===== src/rtl/commit_unit.sv =====
// commit_unit: in-order commit stage behind the reorder buffer.
// Writes the architectural register file and releases rename tags.
// Hands stores to the data-memory port through a valid/ready handshake.
// Flushes the pipeline and redirects fetch on a mispredicted branch.
//
// state        | meaning
// -------------+------------------------------------------------------
// S_IDLE       | ready to accept one retire entry per cycle
// S_STORE_WAIT | store request outstanding, waiting for Store_commit_ready
// S_FLUSH      | Flush asserted, down-counter running to zero
module commit_unit #(
  parameter int unsigned FLUSH_CYCLES = 2
) (
  input  logic        clock,
  input  logic        reset,
  input  logic        Retire_valid,
  input  logic [4:0]  Retire_rd_tag,
  input  logic [4:0]  Retire_rd_reg,
  input  logic [31:0] Retire_data,
  input  logic [31:0] Retire_pc,
  input  logic        Retire_branch,
  input  logic        Retire_branch_taken,
  input  logic        Retire_store_ready,
  output logic        Commit_stall,
  input  logic [4:0]  Arf_rd_addr1,
  input  logic [4:0]  Arf_rd_addr2,
  output logic [31:0] Arf_rd_data1,
  output logic [31:0] Arf_rd_data2,
  output logic [4:0]  Rst_clear_tag,
  output logic        Rst_clear_valid,
  output logic        Store_commit_valid,
  output logic [4:0]  Store_commit_tag,
  input  logic        Store_commit_ready,
  output logic        Flush,
  output logic        Redirect_valid,
  output logic [31:0] Redirect_pc,
  output logic [31:0] Commit_count
);

  typedef enum logic [1:0] {
    S_IDLE       = 2'd0,
    S_STORE_WAIT = 2'd1,
    S_FLUSH      = 2'd2
  } state_t;

  // Counter holds remaining flush cycles minus one, so it starts at N-1.
  localparam logic [3:0] FLUSH_LOAD = 4'(FLUSH_CYCLES - 1);

  state_t      state;
  state_t      state_next;
  logic [3:0]  flush_cnt;
  logic [31:0] arf [32];

  logic accept;
  logic take_mispredict;
  logic take_store;
  logic take_regwrite;
  logic arf_we;

  // Classify the presented entry; branch wins over store, store over register write.
  always_comb begin
    accept          = (state == S_IDLE) && Retire_valid;
    take_mispredict = accept && Retire_branch && Retire_branch_taken;
    take_store      = accept && !Retire_branch && Retire_store_ready;
    take_regwrite   = accept && !Retire_branch && !Retire_store_ready;
    arf_we          = take_regwrite && (Retire_rd_reg != 5'd0);
    Commit_stall    = (state != S_IDLE);
  end

  // Next-state logic.
  always_comb begin
    state_next = state;
    case (state)
      S_IDLE: begin
        if (take_mispredict) begin
          state_next = S_FLUSH;
        end else if (take_store) begin
          state_next = S_STORE_WAIT;
        end
      end
      S_STORE_WAIT: begin
        if (Store_commit_ready) begin
          state_next = S_IDLE;
        end
      end
      S_FLUSH: begin
        if (flush_cnt == 4'd0) begin
          state_next = S_IDLE;
        end
      end
      default: state_next = S_IDLE;
    endcase
  end

  // State register and flush down-counter.
  always_ff @(posedge clock or posedge reset) begin
    if (reset) begin
      state     <= S_IDLE;
      flush_cnt <= 4'd0;
    end else begin
      state <= state_next;
      if (take_mispredict) begin
        flush_cnt <= FLUSH_LOAD;
      end else if ((state == S_FLUSH) && (flush_cnt != 4'd0)) begin
        flush_cnt <= flush_cnt - 4'd1;
      end
    end
  end

  // Registered outputs toward the rename table, store port, fetch and counters.
  always_ff @(posedge clock or posedge reset) begin
    if (reset) begin
      Rst_clear_valid    <= 1'b0;
      Rst_clear_tag      <= 5'd0;
      Store_commit_valid <= 1'b0;
      Store_commit_tag   <= 5'd0;
      Flush              <= 1'b0;
      Redirect_valid     <= 1'b0;
      Redirect_pc        <= 32'd0;
      Commit_count       <= 32'd0;
    end else begin
      Rst_clear_valid    <= take_regwrite;
      Store_commit_valid <= (state_next == S_STORE_WAIT);
      Flush              <= (state_next == S_FLUSH);
      Redirect_valid     <= take_mispredict;
      if (take_regwrite) begin
        Rst_clear_tag <= Retire_rd_tag;
      end
      if (take_store) begin
        Store_commit_tag <= Retire_rd_tag;
      end
      if (take_mispredict) begin
        Redirect_pc <= Retire_pc;
      end
      if (accept) begin
        Commit_count <= Commit_count + 32'd1;
      end
    end
  end

  // Architectural register file; register 0 is never written.
  always_ff @(posedge clock or posedge reset) begin
    if (reset) begin
      for (int i = 0; i < 32; i++) begin
        arf[i] <= 32'd0;
      end
    end else if (arf_we) begin
      arf[Retire_rd_reg] <= Retire_data;
    end
  end

  // Combinational read ports with same-cycle write bypass; address 0 reads zero.
  always_comb begin
    Arf_rd_data1 = 32'd0;
    Arf_rd_data2 = 32'd0;
    if (Arf_rd_addr1 != 5'd0) begin
      if (arf_we && (Arf_rd_addr1 == Retire_rd_reg)) begin
        Arf_rd_data1 = Retire_data;
      end else begin
        Arf_rd_data1 = arf[Arf_rd_addr1];
      end
    end
    if (Arf_rd_addr2 != 5'd0) begin
      if (arf_we && (Arf_rd_addr2 == Retire_rd_reg)) begin
        Arf_rd_data2 = Retire_data;
      end else begin
        Arf_rd_data2 = arf[Arf_rd_addr2];
      end
    end
  end

endmodule


===== config.mk =====
export PLATFORM = sky130hd
export DESIGN_NAME = commit_unit
export DESIGN_NICKNAME = d
export VERILOG_FILES = /design/src/rtl/commit_unit.sv
export SDC_FILE = /design/constraint.sdc
export NUM_CORES = 2
export LEC_CHECK = 0
export ABC_AREA = 1
export CORE_MARGIN = 3
export CORE_UTILIZATION = 55
export CTS_BUF_LIST = sky130_fd_sc_hd__clkbuf_4 sky130_fd_sc_hd__clkbuf_8
export DETAILED_ROUTE_END_ITERATION = 10
export PLACE_DENSITY = 0.73
export SLEW_MARGIN = 20
export SYNTH_ARGS = -nofsm -noshare
export SYNTH_HDL_FRONTEND = slang
export SYNTH_SLANG_ARGS = --single-unit

===== constraint.sdc =====
create_clock -name clock -period 44.5 [get_ports clock]
set_clock_uncertainty 0.15 [all_clocks]
set_input_delay 11.125 -clock clock [delete_from_list [all_inputs] [get_ports clock]]
set_output_delay 11.125 -clock clock [all_outputs]
set_load 0.02 [all_outputs]

==> reports/qor.yml <==
dpl.hpwl_um: 111000
core_area_mm2: 0.109
synthCells: 8535
rsz0062_at_grt: "no"
wl_per_cell_um: 22.3
cellLeakagePower_nw: 30.7
reg2reg_slack_ps: 40220
post_cts.repair.setup_buffers: 0
seq_area_frac_synth: 0.456
grt_max_degree: 175
fin_area_mm2: 0.0670
setup.worst_path.end_class: "output port"
hold_path_class: "reg -> reg"
cts_sinks: 1108
drive_gt1_frac: 0.0591
relSlewSlack: 0.186
holdBufCountCts: 0
synth_cell_types: 31
drc_errors: 0
min_period_over_period: 0.615
drt_iter0_drc: 8337
antenna_found_initial: 9
cts_buffer_depth: 3
outcome: "complete, no violations"
grt_util_all_layers: 0.376
synth_area_leaders: "dfrtp_1 (46%), o21ai_0 (16%), nand2_1 (13%), clkbuf_1 (4.3%), inv_1 (4.2%)"
grt_overflow: 0
io_pins: 234
ant_nets: 0
cp.required_ps: 33230
fmax_ghz: 0.0366
syn_area_per_cell_um2: 7.12
yosysWarnings: 0
clk_latency_ps: 890
syn_nets: 8629
finalMaxSlewViolations: 0
clk_pin_slew_worst_paths_ps: 60
rr_startpoint: "state[0]"
cts_buffers: 187
cts_root_buf: "clkbuf_8"
synth_top_cell_by_area: "dfrtp_1"
syn_area_mm2: 0.0608
finalSetupTns_ps: 0
hold_viol: 0
yosysTopAreaCellShare: 0.456
post_cts_resized: 0
port_buffers: 233
hold_start: "arf[1014]"
gp_congestion: 0.860
r2r-end: "arf[362]"
cellPowerDensity_mw_per_mm2: 39.5
min_period_ps: 27350
synth_most_common_cell: "nand2_1"
dieHeight_um: 338
area_delta_synth_final_pct: 10.2
grt_first_pass_wirelength_um: 336000
n_fill_cell: 10040
viasPerCell: 6.13
final_nets: 8354
synth-edff-count: 0
synthTopCellsByCount: "nand2_1 (2,073), o21ai_0 (1,924), dfrtp_1 (1,108), clkbuf_1 (696), inv_1 (676)"
min_to: "arf[1014]"
fin_hold_ws_ps: 231
holdPathStages: 0
cap_violations: 0
start_kind: "input port"
cts_tree: "yes"
tightestPinTransition_ps: 1220
row_count: 121
htree_levels: 4
place_area_mm2: 0.0629
dieArea_mm2: 0.115
grt_pass1_vias: 55742
async_reset_ff_frac: 1.00
cp-startpoint: "Arf_rd_addr2[0]"
synth.ff_latch_count: 1108
setup_viol_count_final: 0
crit_fanout: 145
crit_arrival_ps: 16070
vias: 60554
wirelength_um: 221000
start_util: 0.556
synth_flop_cell: "dfrtp_1"
max-vdd-ir-drop_v: 0.0000301
die_x_um: 338
path_class: "in -> out"
rr_worst_depth: 7
dr.pass1.iters: 9
[worst max-delay path, cell delays in order]
cell and delay (ps):
buf_8 580, buf_4 700, buf_4 820, buf_4 890
or2_2 240, nand3_1 60, nand3_1 110, nand2_1 60
nor2_1 170, o21ai_0 110, nand3_1 230, nand2_1 80
inv_1 80, clkdlybuf4s50_1 600
[layout make-up]
cell class	instances	area [um^2]	share of cell area
inverters	680	2590	0.0387
well taps	1476	1850	0.0276
clock buffers	290	3710	0.0554
flip-flops and latches	1108	27700	0.414
multi-input cells	5980	27900	0.416
diodes	5	12.5	0.000187
repair buffers	303	2970	0.0444
clock inverters	34	238	0.00355
[cell usage in the layout, fill, tap and decap left out, types with 31 or more instances in the layout]
| cell | n |
|---|---|
| nand2_1 | 2055 |
| o21ai_0 | 1924 |
| dfrtp_1 | 1108 |
| inv_1 | 670 |
| nor2_1 | 603 |
| a21oi_1 | 492 |
| nand3_1 | 424 |
| o211ai_1 | 262 |
| clkbuf_8 | 245 |
| clkdlybuf4s50_1 | 223 |
| buf_4 | 66 |
| o21ai_1 | 49 |
| clkbuf_4 | 45 |
| or2_2 | 36 |
| nand2_4 | 31 |
[registers in the layout, indices dropped and copies added, names as in the netlist]
register,cells
arf,1024
Commit_count,32
Redirect_pc,32
Rst_clear_tag,5
Store_commit_tag,5
flush_cnt,4
state,2
Flush,1
Redirect_valid,1
Rst_clear_valid,1
Store_commit_valid,1
[per-layer routing]
| metal | vias up | wire length [um] | GRT usage |
|---|---|---|---|
| met2 | 3913 | 94300 | 0.553 |
| met3 | 750 | 29500 | 0.0997 |
| met1 | 28449 | 86300 | 0.517 |
| li1 | 27436 | - | - |
| met5 | - | 37 | 0 |
| met4 | 6 | 10400 | 0.180 |
[power by group]
group	internal (mW)	switching, mW
registers	1.11	0.0677
clock network	0.538	0.434
logic	0.172	0.319
[logic make-up after synthesis]
group                    count (synthesis)  synth area share
flip-flops                            1108             0.456
AND/OR/NAND/NOR                       3189             0.210
adder cells (fa/ha/maj)                  3          0.000618
buffers and inverters                 1447            0.0900
XOR/XNOR                                37           0.00533
AO/OA/AOI/OAI                         2751             0.238
[metrics by stage]
stage | util | instances | setup WS (ps) | total power [mW]
after floorplan | - | 8535 | 2030 | 1.50
after global placement | 0.575 | 9544 | 17480 | 1.66
after detailed placement | 0.575 | 9544 | 17440 | 1.68
after CTS | 0.611 | 9868 | 17430 | 2.63
after global routing | 0.612 | 9872 | 16970 | 2.76
final | 0.613 | 9876 | 17150 | 2.64
[worst max path at each step]
| stage | cells past startpoint | slack (ps) | endpoint |
|---|---|---|---|
| floorplan | 1 | 2030 | Commit_count[0] |
| global placement | 14 | 17480 | Arf_rd_data2[14] |
| detailed placement | 14 | 17440 | Arf_rd_data2[18] |
| CTS | 14 | 17430 | Arf_rd_data2[18] |
| global route | 14 | 16970 | Arf_rd_data2[18] |
| finish | 14 | 17150 | Arf_rd_data2[14] |
(Power assumes the default switching activity.)
